File: config.mk
export PLATFORM = sky130hd
export DESIGN_NAME = ex_flat
export DESIGN_NICKNAME = d
export VERILOG_FILES = /design/src/rtl/ex_pkg.sv /design/src/rtl/ex_if.sv /design/src/rtl/ex_rf_sel.sv /design/src/rtl/ex.sv /design/src/flat_wrapper.sv
export SDC_FILE = /design/constraint.sdc
export NUM_CORES = 1
export LEC_CHECK = 0
export ABC_AREA = 1
export BUFFER_PORTS_ARGS = -buffer_cell sky130_fd_sc_hd__buf_2
export CAP_MARGIN = 0
export CORE_AREA = 2 2 121 123
export DETAILED_ROUTE_END_ITERATION = 7
export DIE_AREA = 0 0 123 125
export GPL_TIMING_DRIVEN = 1
export PLACE_DENSITY = 0.83
export REMOVE_ABC_BUFFERS = 1
export SLEW_MARGIN = 20
export SYNTH_ARGS = -nofsm -noshare
export SYNTH_HDL_FRONTEND = slang
export SYNTH_SLANG_ARGS = --single-unit
export TNS_END_PERCENT = 50
File: constraint.sdc
create_clock -name clk -period 5.6 [get_ports clk]
set_input_delay 0.56 -clock clk [delete_from_list [all_inputs] [get_ports clk]]
set_output_delay 0.56 -clock clk [all_outputs]
set_load 0.01 [all_outputs]
File: src/rtl/ex_pkg.sv
// Shared definitions for the execute stage: opcodes, register-file entry
// layout, FSM states and the 16-bit wrap-around step helper.
package ex_pkg;

    localparam logic [2:0] OP_NOP   = 3'd0;
    localparam logic [2:0] OP_INC   = 3'd1;
    localparam logic [2:0] OP_DEC   = 3'd2;
    localparam logic [2:0] OP_RIGHT = 3'd3;
    localparam logic [2:0] OP_LEFT  = 3'd4;

    localparam int RF_ENTRY_W = 35;
    localparam int RF_VALID   = 34;
    localparam int RF_LOCK    = 33;
    localparam int RF_DIRTY   = 32;
    localparam int RF_PTR_LSB = 16;
    localparam int RF_VAL_LSB = 0;

    typedef enum logic [1:0] {
        ST_IDLE  = 2'd0,
        ST_SPILL = 2'd1,
        ST_FILL  = 2'd2,
        ST_DONE  = 2'd3
    } ex_state_e;

    // Add or subtract one, wrapping modulo 2^16.
    function automatic logic [15:0] step16(input logic [15:0] v, input logic up);
        return up ? (v + 16'd1) : (v - 16'd1);
    endfunction

endpackage

File: src/rtl/ex_if.sv
// Data-memory request/acknowledge channel between ex (master) and memory (slave).
interface ex_if;
    logic        mem_req;
    logic        mem_we;
    logic [15:0] mem_addr;
    logic [15:0] mem_wdata;
    logic        mem_ack;
    logic [15:0] mem_rdata;

    modport master (
        output mem_req, mem_we, mem_addr, mem_wdata,
        input  mem_ack, mem_rdata
    );

    modport slave (
        input  mem_req, mem_we, mem_addr, mem_wdata,
        output mem_ack, mem_rdata
    );
endinterface

File: src/rtl/ex_rf_sel.sv
// Extracts one core's 35-bit cell entry from the flat register-file bus.
// Shared with wb; an id with no matching core reads as an empty entry.
module ex_rf_sel
    import ex_pkg::*;
#(
    parameter int NCORES = 4,
    parameter int CORE_W = 2
) (
    input  logic [NCORES*RF_ENTRY_W-1:0] rf,
    input  logic [CORE_W-1:0]            core,
    output logic [RF_ENTRY_W-1:0]        entry
);

    // OR together the masked entries; at most one core id matches.
    always_comb begin
        entry = {RF_ENTRY_W{1'b0}};
        for (int i = 0; i < NCORES; i++) begin
            entry = entry | ((core == CORE_W'(i)) ? rf[i*RF_ENTRY_W +: RF_ENTRY_W]
                                                   : {RF_ENTRY_W{1'b0}});
        end
    end

endmodule

File: src/rtl/ex.sv
// Execute stage: applies cell/pointer ops to a core's cached cell, spilling
// and filling through the data-memory channel, and hands results to wb.
module ex
    import ex_pkg::*;
#(
    parameter int NCORES = 4,
    parameter int CORE_W = 2
) (
    input  logic                         clk,
    input  logic                         rst,
    input  logic                         instr_valid,
    input  logic [2:0]                   instr_op,
    input  logic [CORE_W-1:0]            instr_core,
    output logic                         instr_ready,
    input  logic [NCORES*RF_ENTRY_W-1:0] rf_in,
    ex_if.master                         mem,
    output logic                         wb_en_out,
    output logic [CORE_W-1:0]            core_out,
    output logic [15:0]                  val_out,
    output logic [15:0]                  ptr_out,
    output logic                         dirty_out
);

    logic [RF_ENTRY_W-1:0] sel_entry_s;
    logic                  accept_s;
    logic                  ack_s;

    ex_state_e        state_r, state_s;
    logic [2:0]       op_r, op_s;
    logic [CORE_W-1:0] core_r, core_s;
    logic [15:0]      ptr_r, ptr_s;
    logic [15:0]      nptr_r, nptr_s;

    logic             mem_req_r, mem_req_s;
    logic             mem_we_r, mem_we_s;
    logic [15:0]      mem_addr_r, mem_addr_s;
    logic [15:0]      mem_wdata_r, mem_wdata_s;

    logic             wb_en_r, wb_en_s;
    logic [CORE_W-1:0] core_out_r, core_out_s;
    logic [15:0]      val_out_r, val_out_s;
    logic [15:0]      ptr_out_r, ptr_out_s;
    logic             dirty_out_r, dirty_out_s;

    ex_rf_sel #(.NCORES(NCORES), .CORE_W(CORE_W)) u_rf_sel (
        .rf    (rf_in),
        .core  (instr_core),
        .entry (sel_entry_s)
    );

    // A locked entry still has a result in flight, so hold the instruction off.
    assign instr_ready = (state_r == ST_IDLE) && !sel_entry_s[RF_LOCK] && !rst;
    assign accept_s    = instr_valid && instr_ready;
    // An acknowledge only counts while a request is actually outstanding.
    assign ack_s       = mem.mem_ack && mem_req_r;

    assign mem.mem_req   = mem_req_r;
    assign mem.mem_we    = mem_we_r;
    assign mem.mem_addr  = mem_addr_r;
    assign mem.mem_wdata = mem_wdata_r;

    assign wb_en_out = wb_en_r;
    assign core_out  = core_out_r;
    assign val_out   = val_out_r;
    assign ptr_out   = ptr_out_r;
    assign dirty_out = dirty_out_r;

    // Next-state and next-output decode; everything holds unless changed.
    always_comb begin
        state_s     = state_r;
        op_s        = op_r;
        core_s      = core_r;
        ptr_s       = ptr_r;
        nptr_s      = nptr_r;
        mem_req_s   = mem_req_r;
        mem_we_s    = mem_we_r;
        mem_addr_s  = mem_addr_r;
        mem_wdata_s = mem_wdata_r;
        wb_en_s     = 1'b0;
        core_out_s  = core_out_r;
        val_out_s   = val_out_r;
        ptr_out_s   = ptr_out_r;
        dirty_out_s = dirty_out_r;

        case (state_r)
            ST_IDLE: begin
                if (accept_s) begin
                    op_s   = instr_op;
                    core_s = instr_core;
                    ptr_s  = sel_entry_s[RF_PTR_LSB +: 16];
                    nptr_s = step16(sel_entry_s[RF_PTR_LSB +: 16], instr_op == OP_RIGHT);
                    case (instr_op)
                        OP_INC, OP_DEC: begin
                            if (sel_entry_s[RF_VALID]) begin
                                state_s     = ST_DONE;
                                wb_en_s     = 1'b1;
                                core_out_s  = instr_core;
                                val_out_s   = step16(sel_entry_s[RF_VAL_LSB +: 16],
                                                     instr_op == OP_INC);
                                ptr_out_s   = sel_entry_s[RF_PTR_LSB +: 16];
                                dirty_out_s = 1'b1;
                            end else begin
                                state_s    = ST_FILL;
                                mem_req_s  = 1'b1;
                                mem_we_s   = 1'b0;
                                mem_addr_s = sel_entry_s[RF_PTR_LSB +: 16];
                            end
                        end
                        OP_RIGHT, OP_LEFT: begin
                            if (sel_entry_s[RF_VALID] && sel_entry_s[RF_DIRTY]) begin
                                state_s     = ST_SPILL;
                                mem_req_s   = 1'b1;
                                mem_we_s    = 1'b1;
                                mem_addr_s  = sel_entry_s[RF_PTR_LSB +: 16];
                                mem_wdata_s = sel_entry_s[RF_VAL_LSB +: 16];
                            end else begin
                                state_s    = ST_FILL;
                                mem_req_s  = 1'b1;
                                mem_we_s   = 1'b0;
                                mem_addr_s = step16(sel_entry_s[RF_PTR_LSB +: 16],
                                                    instr_op == OP_RIGHT);
                            end
                        end
                        default: begin
                            state_s = ST_IDLE;
                        end
                    endcase
                end else begin
                    state_s = ST_IDLE;
                end
            end
            ST_SPILL: begin
                if (ack_s) begin
                    state_s    = ST_FILL;
                    mem_req_s  = 1'b1;
                    mem_we_s   = 1'b0;
                    mem_addr_s = nptr_r;
                end else begin
                    state_s = ST_SPILL;
                end
            end
            ST_FILL: begin
                if (ack_s) begin
                    state_s    = ST_DONE;
                    mem_req_s  = 1'b0;
                    mem_we_s   = 1'b0;
                    wb_en_s    = 1'b1;
                    core_out_s = core_r;
                    if ((op_r == OP_RIGHT) || (op_r == OP_LEFT)) begin
                        val_out_s   = mem.mem_rdata;
                        ptr_out_s   = nptr_r;
                        dirty_out_s = 1'b0;
                    end else begin
                        val_out_s   = step16(mem.mem_rdata, op_r == OP_INC);
                        ptr_out_s   = ptr_r;
                        dirty_out_s = 1'b1;
                    end
                end else begin
                    state_s = ST_FILL;
                end
            end
            ST_DONE: begin
                state_s = ST_IDLE;
            end
            default: begin
                state_s = ST_IDLE;
            end
        endcase
    end

    // Register state and all outputs; reset abandons any transaction.
    always_ff @(posedge clk) begin
        if (rst) begin
            state_r     <= ST_IDLE;
            op_r        <= OP_NOP;
            core_r      <= {CORE_W{1'b0}};
            ptr_r       <= 16'h0000;
            nptr_r      <= 16'h0000;
            mem_req_r   <= 1'b0;
            mem_we_r    <= 1'b0;
            mem_addr_r  <= 16'h0000;
            mem_wdata_r <= 16'h0000;
            wb_en_r     <= 1'b0;
            core_out_r  <= {CORE_W{1'b0}};
            val_out_r   <= 16'h0000;
            ptr_out_r   <= 16'h0000;
            dirty_out_r <= 1'b0;
        end else begin
            state_r     <= state_s;
            op_r        <= op_s;
            core_r      <= core_s;
            ptr_r       <= ptr_s;
            nptr_r      <= nptr_s;
            mem_req_r   <= mem_req_s;
            mem_we_r    <= mem_we_s;
            mem_addr_r  <= mem_addr_s;
            mem_wdata_r <= mem_wdata_s;
            wb_en_r     <= wb_en_s;
            core_out_r  <= core_out_s;
            val_out_r   <= val_out_s;
            ptr_out_r   <= ptr_out_s;
            dirty_out_r <= dirty_out_s;
        end
    end

endmodule

File: src/flat_wrapper.sv
// flat-port wrapper written by rule: the top's interface ports become plain ports
module ex_flat import ex_pkg::*;
#(
    parameter int NCORES = 4,
    parameter int CORE_W = 2
)
  (clk, rst, instr_valid, instr_op, instr_core, instr_ready, rf_in, wb_en_out, core_out, val_out, ptr_out, dirty_out, mem_mem_req, mem_mem_we, mem_mem_addr, mem_mem_wdata, mem_mem_ack, mem_mem_rdata);
  ex_if mem_i ();
  input  logic clk;
  input  logic rst;
  input  logic instr_valid;
  input  logic [2:0] instr_op;
  input  logic [CORE_W-1:0] instr_core;
  output logic instr_ready;
  input  logic [NCORES*RF_ENTRY_W-1:0] rf_in;
  output logic wb_en_out;
  output logic [CORE_W-1:0] core_out;
  output logic [15:0] val_out;
  output logic [15:0] ptr_out;
  output logic dirty_out;
  output wire logic [$bits(mem_i.mem_req)-1:0] mem_mem_req;
  output wire logic [$bits(mem_i.mem_we)-1:0] mem_mem_we;
  output wire logic [$bits(mem_i.mem_addr)-1:0] mem_mem_addr;
  output wire logic [$bits(mem_i.mem_wdata)-1:0] mem_mem_wdata;
  input wire logic [$bits(mem_i.mem_ack)-1:0] mem_mem_ack;
  input wire logic [$bits(mem_i.mem_rdata)-1:0] mem_mem_rdata;
  assign mem_mem_req = mem_i.mem_req;
  assign mem_mem_we = mem_i.mem_we;
  assign mem_mem_addr = mem_i.mem_addr;
  assign mem_mem_wdata = mem_i.mem_wdata;
  assign mem_i.mem_ack = mem_mem_ack;
  assign mem_i.mem_rdata = mem_mem_rdata;
  ex #(.NCORES(NCORES), .CORE_W(CORE_W)) u_core (.clk(clk), .rst(rst), .instr_valid(instr_valid), .instr_op(instr_op), .instr_core(instr_core), .instr_ready(instr_ready), .rf_in(rf_in), .mem(mem_i), .wb_en_out(wb_en_out), .core_out(core_out), .val_out(val_out), .ptr_out(ptr_out), .dirty_out(dirty_out));
endmodule
==> results of run 1 <==
sequential cells by signal, summed over array words and instances (netlist names), 3 cells and up:
| name | flops |
|---|---|
| u_core.mem.mem_addr | 16 |
| u_core.ptr_out | 16 |
| u_core.op_r | 3 |
| u_core.nptr_r | 16 |
| u_core.ptr_r | 16 |
| u_core.mem.mem_wdata | 16 |
| u_core.val_out | 16 |
final cells by class:
class / count / area share [%]
clock inverters: 7 / 1.089
repair buffers: 241 / 12.96
inverters: 105 / 4.238
well taps: 184 / 2.444
multi-input cells: 965 / 53.71
clock buffers: 9 / 2.391
flip-flops and latches: 109 / 23.17
worst reg2reg max path, cell delays in order (launching register included):
cell,delay (ns)
dfxtp_1,0.34
inv_1,0.11
ha_1,0.33
nand3_1,0.13
a211oi_2,0.26
nand2_2,0.34
inv_2,0.79
nand2_2,0.36
inv_2,0.35
o21ai_0,0.13
a21oi_1,0.17
synthesized netlist by cell type (all sizes together) (7+ instances only):
| cell | number | share of area [%] |
|---|---|---|
| inv | 103 | 4.9 |
| nand2 | 342 | 16 |
| clkbuf | 32 | 1.5 |
| xnor2 | 12 | 1.3 |
| o21ai | 114 | 7.2 |
| buf | 27 | 2.1 |
| nand3b | 7 | 0.66 |
| o21a | 7 | 0.66 |
| ha | 46 | 7.3 |
| nor3 | 8 | 0.51 |
| nand4 | 31 | 2.4 |
| a22o | 11 | 1.2 |
| nand3 | 58 | 3.8 |
| a21oi | 117 | 7.4 |
| a31oi | 28 | 2.2 |
| o211ai | 23 | 2.2 |
| xor2 | 12 | 1.3 |
| dfxtp | 109 | 28 |
| nor2 | 117 | 5.7 |
worst max path at each step:
| stage | startpoint | endpoint | slack [ns] | cells past startpoint |
|---|---|---|---|---|
| finish | instr_core[0] | u_core.mem.mem_wdata[0] | 1.94 | 12 |
| floorplan | rst | u_core.mem.mem_wdata[0] | 1.91 | 9 |
| global route | instr_core[0] | u_core.mem.mem_wdata[15] | 1.67 | 12 |
| global placement | instr_core[0] | u_core.mem.mem_wdata[15] | 1.73 | 12 |
| CTS | instr_core[0] | u_core.mem.mem_wdata[0] | 2.01 | 12 |
| detailed placement | instr_core[0] | u_core.mem.mem_wdata[0] | 1.61 | 12 |
power breakdown:
part	total [uW]	internal (uW)	switching, uW
Clock	732	400	332
Combinational	1480	519	959
Sequential	1020	932	89.1
metrics by stage:
stage,utilization (%),power (uW)
floorplan,-,1987
global placement,63.99,2458
detailed placement,63.99,2480
CTS,66.30,3208
global route,66.31,3445
finish,66.31,3230
cell families (layout without fill, tap and decap cells):
logic type	after synthesis	in the layout	synth area share [%]
flops	109	109	27.54
fa+ha+maj	49	49	8.021
xor+xnor	24	24	2.653
buf+inv	164	362	8.653
simple gates	566	566	29.72
compound gates	326	326	23.42
per-layer routing:
metal / vias to the layer above / global-route usage [%] / part of all wire [%] / routed length (um)
li1: 4569 / - / - / -
met1: 4251 / 39.13 / 41 / 10550
met2: 418 / 58.43 / 49 / 12650
met3: 76 / 4.471 / 6.9 / 1785
met4: 2 / 16.91 / 3.8 / 988
met5: - / 0 / 0.050 / 13
==> summary.txt, run 1 <==
Run status
  • Status: completed

Placed design
  • Post-Place Cell Area: 9089 um2
  • Hpwl dp: 18,730 um
  • Placed cells: 1,604
  • # port buffers: 235
  • Worst slack at placement: 1.609 ns
  • GPL Wtd Cong: 0.9915

Floorplanning
  • Chip Width: 123 um
  • FP Rows: 44
  • Die area: 15,380 um2
  • Die Ht: 125 um
  • Top Ports: around 240
  • Initial Util: a little under three fifths
  • Core area: 14,200 um2

Clock network
  • Clock Sinks: 109
  • CTS max path bufs: 2
  • Htree depth: 3
  • Clk slew on worst S/H paths: around 0.070 ns
  • Clk_lat worst skew: 0.37 ns
  • CTS tree: yes
  • Post-CTS Setup Bufs: 0
  • Clock root cell: clkbuf_16
  • # hold bufs at CTS: 0
  • CTS resizes: 0
  • TritonCTS Buffers: 9

Hold path
  • Worst hold stages: 2
  • Hold Crit Class: reg -> reg
  • Hold_sp: u_core.mem.mem_we
  • Worst hold endpoint: u_core.mem.mem_we

Detailed routing
  • Mean routed wirelength per cell: 16.04 um
  • Vias per cell: 5.751
  • First DRT Iteration DRCs: 865
  • DRC viols: 0
  • TritonRoute pass-1 iters: 7
  • Vias: between 9,000 and 10,000
  • Number of routed nets with antenna violations: 0
  • Final WL: 25,990 um

Finish
  • Commonest non-fill, non-tap cell in the layout: nand2_1
  • # fillers: between 1,000 and 1,500
  • Post-Layout Inst Area: 9419 um2
  • Area of the multi-input gates: a little over 5000 um2
  • Reg area: 2182 um2
  • Most frequent cells in the layout: nand2_1, buf_2, a21oi_1, nor2_1, dfxtp_1
  • Area grow syn2layout: 18.87%
  • Fraction of layout cells with a size suffix above 1: 19.22%
  • Layout Cells excl Fill: 1,620
  • Final nets: ~1,600
  • # diodes: 0

Critical path
  • Setup crit end kind: flip-flop
  • CP arrival: 3.96 ns
  • Worst Path Max Fanout: 55
  • CP Cell Sequence: buf_2 > inv_2 > nand2_1 > inv_1 > buf_4 > a211oi_2 > nand2_2 > inv_2 > nand2_2 > inv_2 > o21ai_0 > a21oi_1
  • Buffers plus inverters on the worst setup path: 6
  • WS Path Type: in -> reg
  • Reg-to-reg slack, setup: 2.22 ns
  • Max incr delay on CP: 0.79 ns
  • Reg-to-Reg Start: u_core.state_r[1]
  • CP top delay family: buffers and inverters
  • Reg2reg end: u_core.mem.mem_wdata[0]
  • WP data required: 5.89 ns
  • Worst Setup Start Kind: input pin
  • Worst Reg2Reg Path Length in Cells: 10
  • Crit-path slowest cell: inv_2
  • Most frequent CP cell: inv_2

STA
  • Max-slew violation count: 0
  • Endpoints failing setup: 0
  • Worst Hold Slack: 0.4694 ns
  • Fmax: 0.2729 GHz
  • Setup tns final: 0 ns
  • Final worst-path setup slack: 1.936 ns
  • Slew margin rel.: 38.91%
  • Final hold vios: 0
  • RSZ-0062 raised after global routing: no
  • Final min period: around 3.7 ns
  • Post-Route Skew: 0.01166 ns
  • Worst Tran Pin Value: 0.9142 ns
  • Fin crit share: between 60% and 70%

Synthesis
  • Post-synth EDFFs: 0
  • Ys Warns: 0
  • Synth async-reset ratio: 0%
  • Syn_area_per_cell: 6.401 um2
  • Netlist cell types: 43
  • Sequential share of the synthesized area: between 20% and 30%
  • Synthesized area: 7924 um2
  • Register bit count reported by yosys: between 100 and 150
  • Post-Syn Instances: 1,238
  • Most used DFF post-synth: dfxtp_1

GRT
  • Initial antenna violation count: 1
  • Final global-route overflow total: 0
  • Vias in the first global route: 8,817
  • Largest net degree at the start of global routing: 92
  • First-pass GRT wire length: 41,050 um
  • GRT Overall Usage: 33.30%

Power and ir drop
  • Leak pwr: 0.004682 uW
  • Power per cell area: 343.0 nW/um2
  • VDD IR-drop max: 0.1845 mV

Flow run
  • Max_cap viols: 0
No activity file was read; power rests on OpenSTA's default activity.
==> run 2: changes to the inputs <==
--- a/config.mk
+++ b/config.mk
@@ -5,14 +5,14 @@
 export SDC_FILE = /design/constraint.sdc
 export NUM_CORES = 1
 export LEC_CHECK = 0
-export ABC_AREA = 1
+export ABC_AREA = 0
 export BUFFER_PORTS_ARGS = -buffer_cell sky130_fd_sc_hd__buf_2
 export CAP_MARGIN = 0
-export CORE_AREA = 2 2 121 123
+export CORE_AREA = 2 2 131 133
 export DETAILED_ROUTE_END_ITERATION = 7
-export DIE_AREA = 0 0 123 125
+export DIE_AREA = 0 0 133 135
 export GPL_TIMING_DRIVEN = 1
-export PLACE_DENSITY = 0.83
+export PLACE_DENSITY = 0.74
 export REMOVE_ABC_BUFFERS = 1
 export SLEW_MARGIN = 20
 export SYNTH_ARGS = -nofsm -noshare
==> constraint.sdc (replaced) <==
create_clock -name clk -period 3.1 [get_ports clk]
set_input_delay 0.31 -clock clk [delete_from_list [all_inputs] [get_ports clk]]
set_output_delay 0.31 -clock clk [all_outputs]
set_load 0.01 [all_outputs]
==> summary.txt, run 2 <==
Run status
  • Status: completed

Floorplanning
  • FP Rows: 47
  • Chip Width: 133 um
  • Initial Util: 47.65%
  • Core area: 16,410 um2
  • Top Ports: 236
  • Die Ht: 135 um
  • Die area: 17,960 um2

Power and ir drop
  • Clock share of power: 28.8%
  • Tot Pwr: 4024 uW
  • Switch share: 32.20%
  • Net Switching: between 1000 and 1500 uW
  • Leak pwr: 0.004368 uW
  • Combinational fraction of design power: 34.4%
  • Seq pwr share: 36.8%
  • Pint: 2728 uW
  • VDD IR-drop max: 0.2883 mV
  • Power per cell area: 388.8 nW/um2

STA
  • Setup tns final: 0 ns
  • Fin crit share: 94.52%
  • Final worst-path setup slack: 0.1698 ns
  • Max-slew violation count: 0
  • Post-Route Skew: 0.01175 ns
  • Final min period: roughly 3 ns
  • Slew margin rel.: 49.63%
  • Final hold vios: 0
  • Endpoints failing setup: 0
  • Worst Tran Pin Value: about 0.76 ns
  • Fmax: 0.3413 GHz

GRT
  • Vias in the first global route: 7,746
  • Initial antenna violation count: 0
  • GRT Overall Usage: 26.70%
  • Largest net degree at the start of global routing: 69
  • First-pass GRT wire length: 38,610 um
  • Final global-route overflow total: 0

Clock network
  • Clk_lat worst skew: about 0.35 ns
  • CTS tree: yes
  • TritonCTS Buffers: 9
  • Clk slew on worst S/H paths: around 0.07 ns
  • Clock root cell: clkbuf_16
  • Htree depth: 3
  • CTS max path bufs: 2
  • # hold bufs at CTS: 0
  • Clock Sinks: 109

Flow run
  • Max_cap viols: 0

Synthesis
  • Register bit count reported by yosys: around 110
  • Post-synth EDFFs: 0
  • Netlist cell types: 67
  • Synth area leaders: dfxtp_1, mux4_2, nand2_1
  • Ys Warns: 0
  • Area share of the largest cell type after synthesis: ~28%
  • Post-Syn Instances: around 950
  • Post-synth top cells: nand2_1, dfxtp_1, a21oi_1
  • Synth async-reset ratio: 0%
  • Most frequent cell after synthesis: nand2_1
  • Syn_area_per_cell: ~8.3 um2
  • Most used DFF post-synth: dfxtp_1
  • Cell taking the most area after synthesis: dfxtp_1
  • Synthesized area: 7817 um2
  • Sequential share of the synthesized area: between 20 and 30%

Finish
  • Commonest non-fill, non-tap cell in the layout: buf_2
  • Final nets: 1,464
  • Layout Cells excl Fill: 1,475
  • Area grow syn2layout: 32.41%
  • # fillers: about 1,400
  • # diodes: 0
  • Fraction of layout cells with a size suffix above 1: 35.22%
  • Most frequent cells in the layout: buf_2, nand2_1, buf_4, dfxtp_1, a21oi_1

Critical path
  • Setup crit end kind: flip-flop
  • WP data required: 3.33 ns
  • CP arrival: between 3 and 4 ns
  • Worst Path Max Fanout: 5
  • Reg-to-reg slack, setup: 0.17 ns
  • WS Path Type: reg -> reg
  • Worst Setup Start Kind: flip-flop

Placed design
  • Placed cells: 1,458
  • GPL Wtd Cong: a little over 0.9
  • Worst slack at placement: -0.2696 ns
  • Hpwl dp: 18,780 um
  • # port buffers: around 240

Detailed routing
  • Number of routed nets with antenna violations: 0
  • Vias: slightly above 8,000
  • Vias per cell: ~5.6
  • DRC viols: 0
  • Final WL: around 25,000 um
  • Mean routed wirelength per cell: 16.74 um
  • TritonRoute pass-1 iters: 5
  • First DRT Iteration DRCs: 597

Hold path
  • Hold Crit Class: in -> reg
==> run 2: cell families after synthesis <==
| logic type | count (synthesis) | share of synthesized area [%] |
|---|---|---|
| AND/OR/NAND/NOR | 313 | 17.27 |
| AO/OA/AOI/OAI | 278 | 22.09 |
| multiplexers | 75 | 15.22 |
| XOR/XNOR | 46 | 5.154 |
| adder cells (fa/ha/maj) | 50 | 8.275 |
| flip-flops | 109 | 27.91 |
| buffers and inverters | 76 | 4.081 |
==> run 2: timing repair <==
action,4_1_cts,5_1_grt
buffers inserted,0,0
setup endpoints to repair,3,13
cloned,0,1
pin swaps,0,4
gates resized for setup,2,29
==> run 2: final timing paths <==
check / to / depth (start not counted) / startpoint
setup / recovery: u_core.val_out[14] / 11 / u_core.op_r[0]
hold reg to reg: u_core.ptr_out[3] / 2 / u_core.ptr_out[3]
hold / removal: u_core.op_r[2] / 3 / instr_op[2]
setup reg to reg: u_core.val_out[14] / 11 / u_core.op_r[0]
==> run 2: through the flow <==
stage | hold WS (ns) | util (%) | instance area [um2]
global route | 0.2637 | 63.09 | 10350
finish | 0.2584 | 63.09 | 10350
CTS | 0.2471 | 62.52 | 10260
detailed placement | 0.4433 | 60.70 | 9958
global placement | 0.4411 | 60.70 | 9958
floorplan | 0.3791 | - | 7540
==> run 2: area by class of cell <==
cell class / count / area, um2 / share of cell area [%]
Timing Repair Buffer: 356 / 2135 / 20.62
Tap cell: 220 / 275.3 / 2.659
Clock inverter: 5 / 42.54 / 0.4110
Inverter: 11 / 41.29 / 0.3989
Sequential cell: 109 / 2183 / 21.09
Multi-Input combinational cell: 763 / 5421 / 52.38
Clock buffer: 11 / 252.7 / 2.442
==> run 2: power groups by stage <==
stage	Combinational, uW	Sequential [uW]	Clock (uW)
after floorplan	773	1520	0
after global placement	1320	1510	0
after detailed placement	1350	1510	0
after CTS	1360	1480	1170
after global routing	1530	1490	1220
final	1390	1480	1160
==> run 2: critical path, cell delays in order, from the launching register on <==
cell	delay, ns
dfxtp_2	0.38
or3b_4	0.46
fa_1	0.43
a211oi_2	0.21
o21bai_1	0.12
a21o_1	0.23
a2111oi_2	0.32
buf_4	0.17
o31ai_1	0.08
xor2_1	0.16
nor4_2	0.17
a211oi_1	0.06
==> run 2: per-layer routing <==
metal | track usage [%] | up-vias | share of wire [%]
met4 | 7.945 | 0 | 1.7
met5 | 0 | - | 0
met1 | 35.90 | 3857 | 45
met3 | 3.003 | 28 | 5.7
met2 | 45.39 | 285 | 47
li1 | - | 4065 | -
==> run 3: changes to the inputs <==
--- a/config.mk
+++ b/config.mk
@@ -8,10 +8,11 @@
 export ABC_AREA = 0
 export BUFFER_PORTS_ARGS = -buffer_cell sky130_fd_sc_hd__buf_2
 export CAP_MARGIN = 0
-export CORE_AREA = 2 2 131 133
+export CORE_AREA = 2 2 120 145
 export DETAILED_ROUTE_END_ITERATION = 7
-export DIE_AREA = 0 0 133 135
+export DIE_AREA = 0 0 122 147
 export GPL_TIMING_DRIVEN = 1
+export HOLD_SLACK_MARGIN = 0.03
 export PLACE_DENSITY = 0.74
 export REMOVE_ABC_BUFFERS = 1
 export SLEW_MARGIN = 20
==> summary.txt, run 3 (synthesis results as in run 2) <==
Power and ir drop
  • VDD IR-drop max: 0.2858 mV
  • Power per cell area: roughly 400 nW/um2
  • Leak pwr: 0.004293 uW

Clock network
  • Clk_lat worst skew: 0.37 ns
  • # hold bufs at CTS: 0
  • CTS max path bufs: 2
  • TritonCTS Buffers: 9
  • Clk slew on worst S/H paths: 0.08 ns
  • Htree depth: 3
  • CTS tree: yes
  • Post-CTS Setup Bufs: 0
  • Clock root cell: clkbuf_16
  • Clock Sinks: 109

Finish
  • Layout Cells excl Fill: about 1,500
  • Most frequent cells in the layout: buf_2, nand2_1, dfxtp_1, a21oi_1, buf_4
  • Commonest non-fill, non-tap cell in the layout: buf_2
  • # fillers: 1,527
  • Area grow syn2layout: 31.13%
  • Reg area: 2182 um2
  • Area of the multi-input gates: 5400 um2
  • Fraction of layout cells with a size suffix above 1: 33.76%
  • Final nets: between 1,000 and 1,500

Placed design
  • Placed cells: 1,438
  • GPL Wtd Cong: between 0.9 and 1
  • # port buffers: ~240
  • Worst slack at placement: -0.2550 ns
  • Hpwl dp: 19,660 um

Critical path
  • Crit path from: u_core.op_r[0]
  • CP arrival: 3.25 ns
  • WS Path Type: reg -> reg
  • Worst Reg2Reg Path Length in Cells: 11
  • Worst Path Max Fanout: 9
  • Reg-to-Reg Start: u_core.op_r[0]
  • Worst Setup Start Kind: flip-flop
  • Reg2reg end: u_core.val_out[12]
  • WP data required: 3.37 ns
  • Setup crit end kind: flip-flop
  • Reg-to-reg slack, setup: 0.12 ns

Detailed routing
  • TritonRoute pass-1 iters: 5
  • DRC viols: 0
  • Vias: 8,269
  • Final WL: 25,340 um
  • Mean routed wirelength per cell: 17.39 um
  • Vias per cell: 5.675
  • First DRT Iteration DRCs: 452
  • Number of routed nets with antenna violations: 0

STA
  • Slew margin rel.: 58.82%
  • Final hold vios: 0
  • Post-Route Skew: 0.01317 ns
  • Max-slew violation count: 0
  • Worst Tran Pin Value: 0.6153 ns
  • Endpoints failing setup: 0
  • Final min period: 2.982 ns
  • Fin crit share: 96.20%
  • Fmax: approximately 0.34 GHz
  • Final worst-path setup slack: 0.1177 ns

Hold path
  • Hold Crit Class: in -> reg
  • Hold_sp: instr_op[2]
  • Worst hold stages: 3
  • Worst hold endpoint: u_core.op_r[2]

Flow run
  • Max_cap viols: 0

Floorplanning
  • Core area: around 17,000 um2
  • Die Ht: 147 um
  • Initial Util: 47.12%
  • Top Ports: 236
  • FP Rows: 52
  • Die area: 17,930 um2
  • Chip Width: ~120 um

GRT
  • GRT Overall Usage: approximately 28%
  • First-pass GRT wire length: 40,140 um
  • Final global-route overflow total: 0
  • Initial antenna violation count: 3
  • Largest net degree at the start of global routing: 102
  • Vias in the first global route: between 7,000 and 8,000

Run status
  • Status: completed
## run 3: cell count changes in the layout (fill, tap and decap cells not counted), sizes merged
| cell | before | now |
|---|---|---|
| buf | 355 | 340 |
| bufinv | 0 | 1 |
| clkbuf | 12 | 9 |
| clkinv | 2 | 1 |
| clkinvlp | 1 | 2 |
| diode | 0 | 3 |
| inv | 13 | 14 |
| or3b | 3 | 2 |
## run 3: repair_timing
item | in CTS | in global routing
pin swaps | 0 | 1
endpoints found under the setup margin | 3 | 8
resized for setup | 2 | 18
## run 3: metrics by stage
stage	power, uW	hold slack, ns	TNS (ns)	instance area (um2)	util [%]
floorplan	2289	0.3791	-28.27	7540	-
global placement	2821	0.4412	-1.553	9871	59.49
detailed placement	2854	0.4439	-3.197	9871	59.49
CTS	4065	0.2399	0	10180	61.35
global route	4305	0.2695	-0.03738	10250	61.79
finish	4092	0.2410	0	10250	61.79
## run 3: power breakdown
part	switching, uW	internal, uW	total (uW)	leakage, uW
combinational	710	670	1380	0.00327
sequential	31.6	1450	1480	0.000882
clock	595	638	1230	0.000144
## run 3: area by class of cell
class	instances	share of cell area (%)
Antenna cell	3	0.07323
Inverter	11	0.4028
Timing Repair Buffer	340	19.96
Multi-Input combinational cell	762	52.68
Clock buffer	9	2.197
Sequential cell	109	21.29
Clock inverter	7	0.7689
Tap cell	216	2.636
## run 3: critical path, cell delays in order (launching register included)
cell,delay (ns)
dfxtp_1,0.34
or3b_4,0.48
buf_4,0.20
ha_1,0.34
a211o_1,0.28
a21o_1,0.21
a2111oi_4,0.33
buf_4,0.17
nor2_1,0.04
xor2_1,0.15
mux2i_1,0.11
o41ai_1,0.23
## run 3: how the worst max path moves through the flow
stage | endpoint | slack, ns | cells past startpoint
floorplan | u_core.val_out[10] | -1.04 | 8
global placement | u_core.mem.mem_addr[12] | -0.17 | 11
detailed placement | u_core.mem.mem_addr[15] | -0.25 | 13
CTS | u_core.val_out[12] | 0.03 | 11
global route | u_core.val_out[14] | -0.04 | 12
finish | u_core.val_out[12] | 0.12 | 11
## run 3: layer usage
metal  routed length [um]  GRT usage, %  up-vias
li1                     -             -     4029
met1                10630         36.25     3909
met2                12340         46.45      287
met3                 1643         3.882       44
met4                  731         13.74        0
met5                    0             0        -
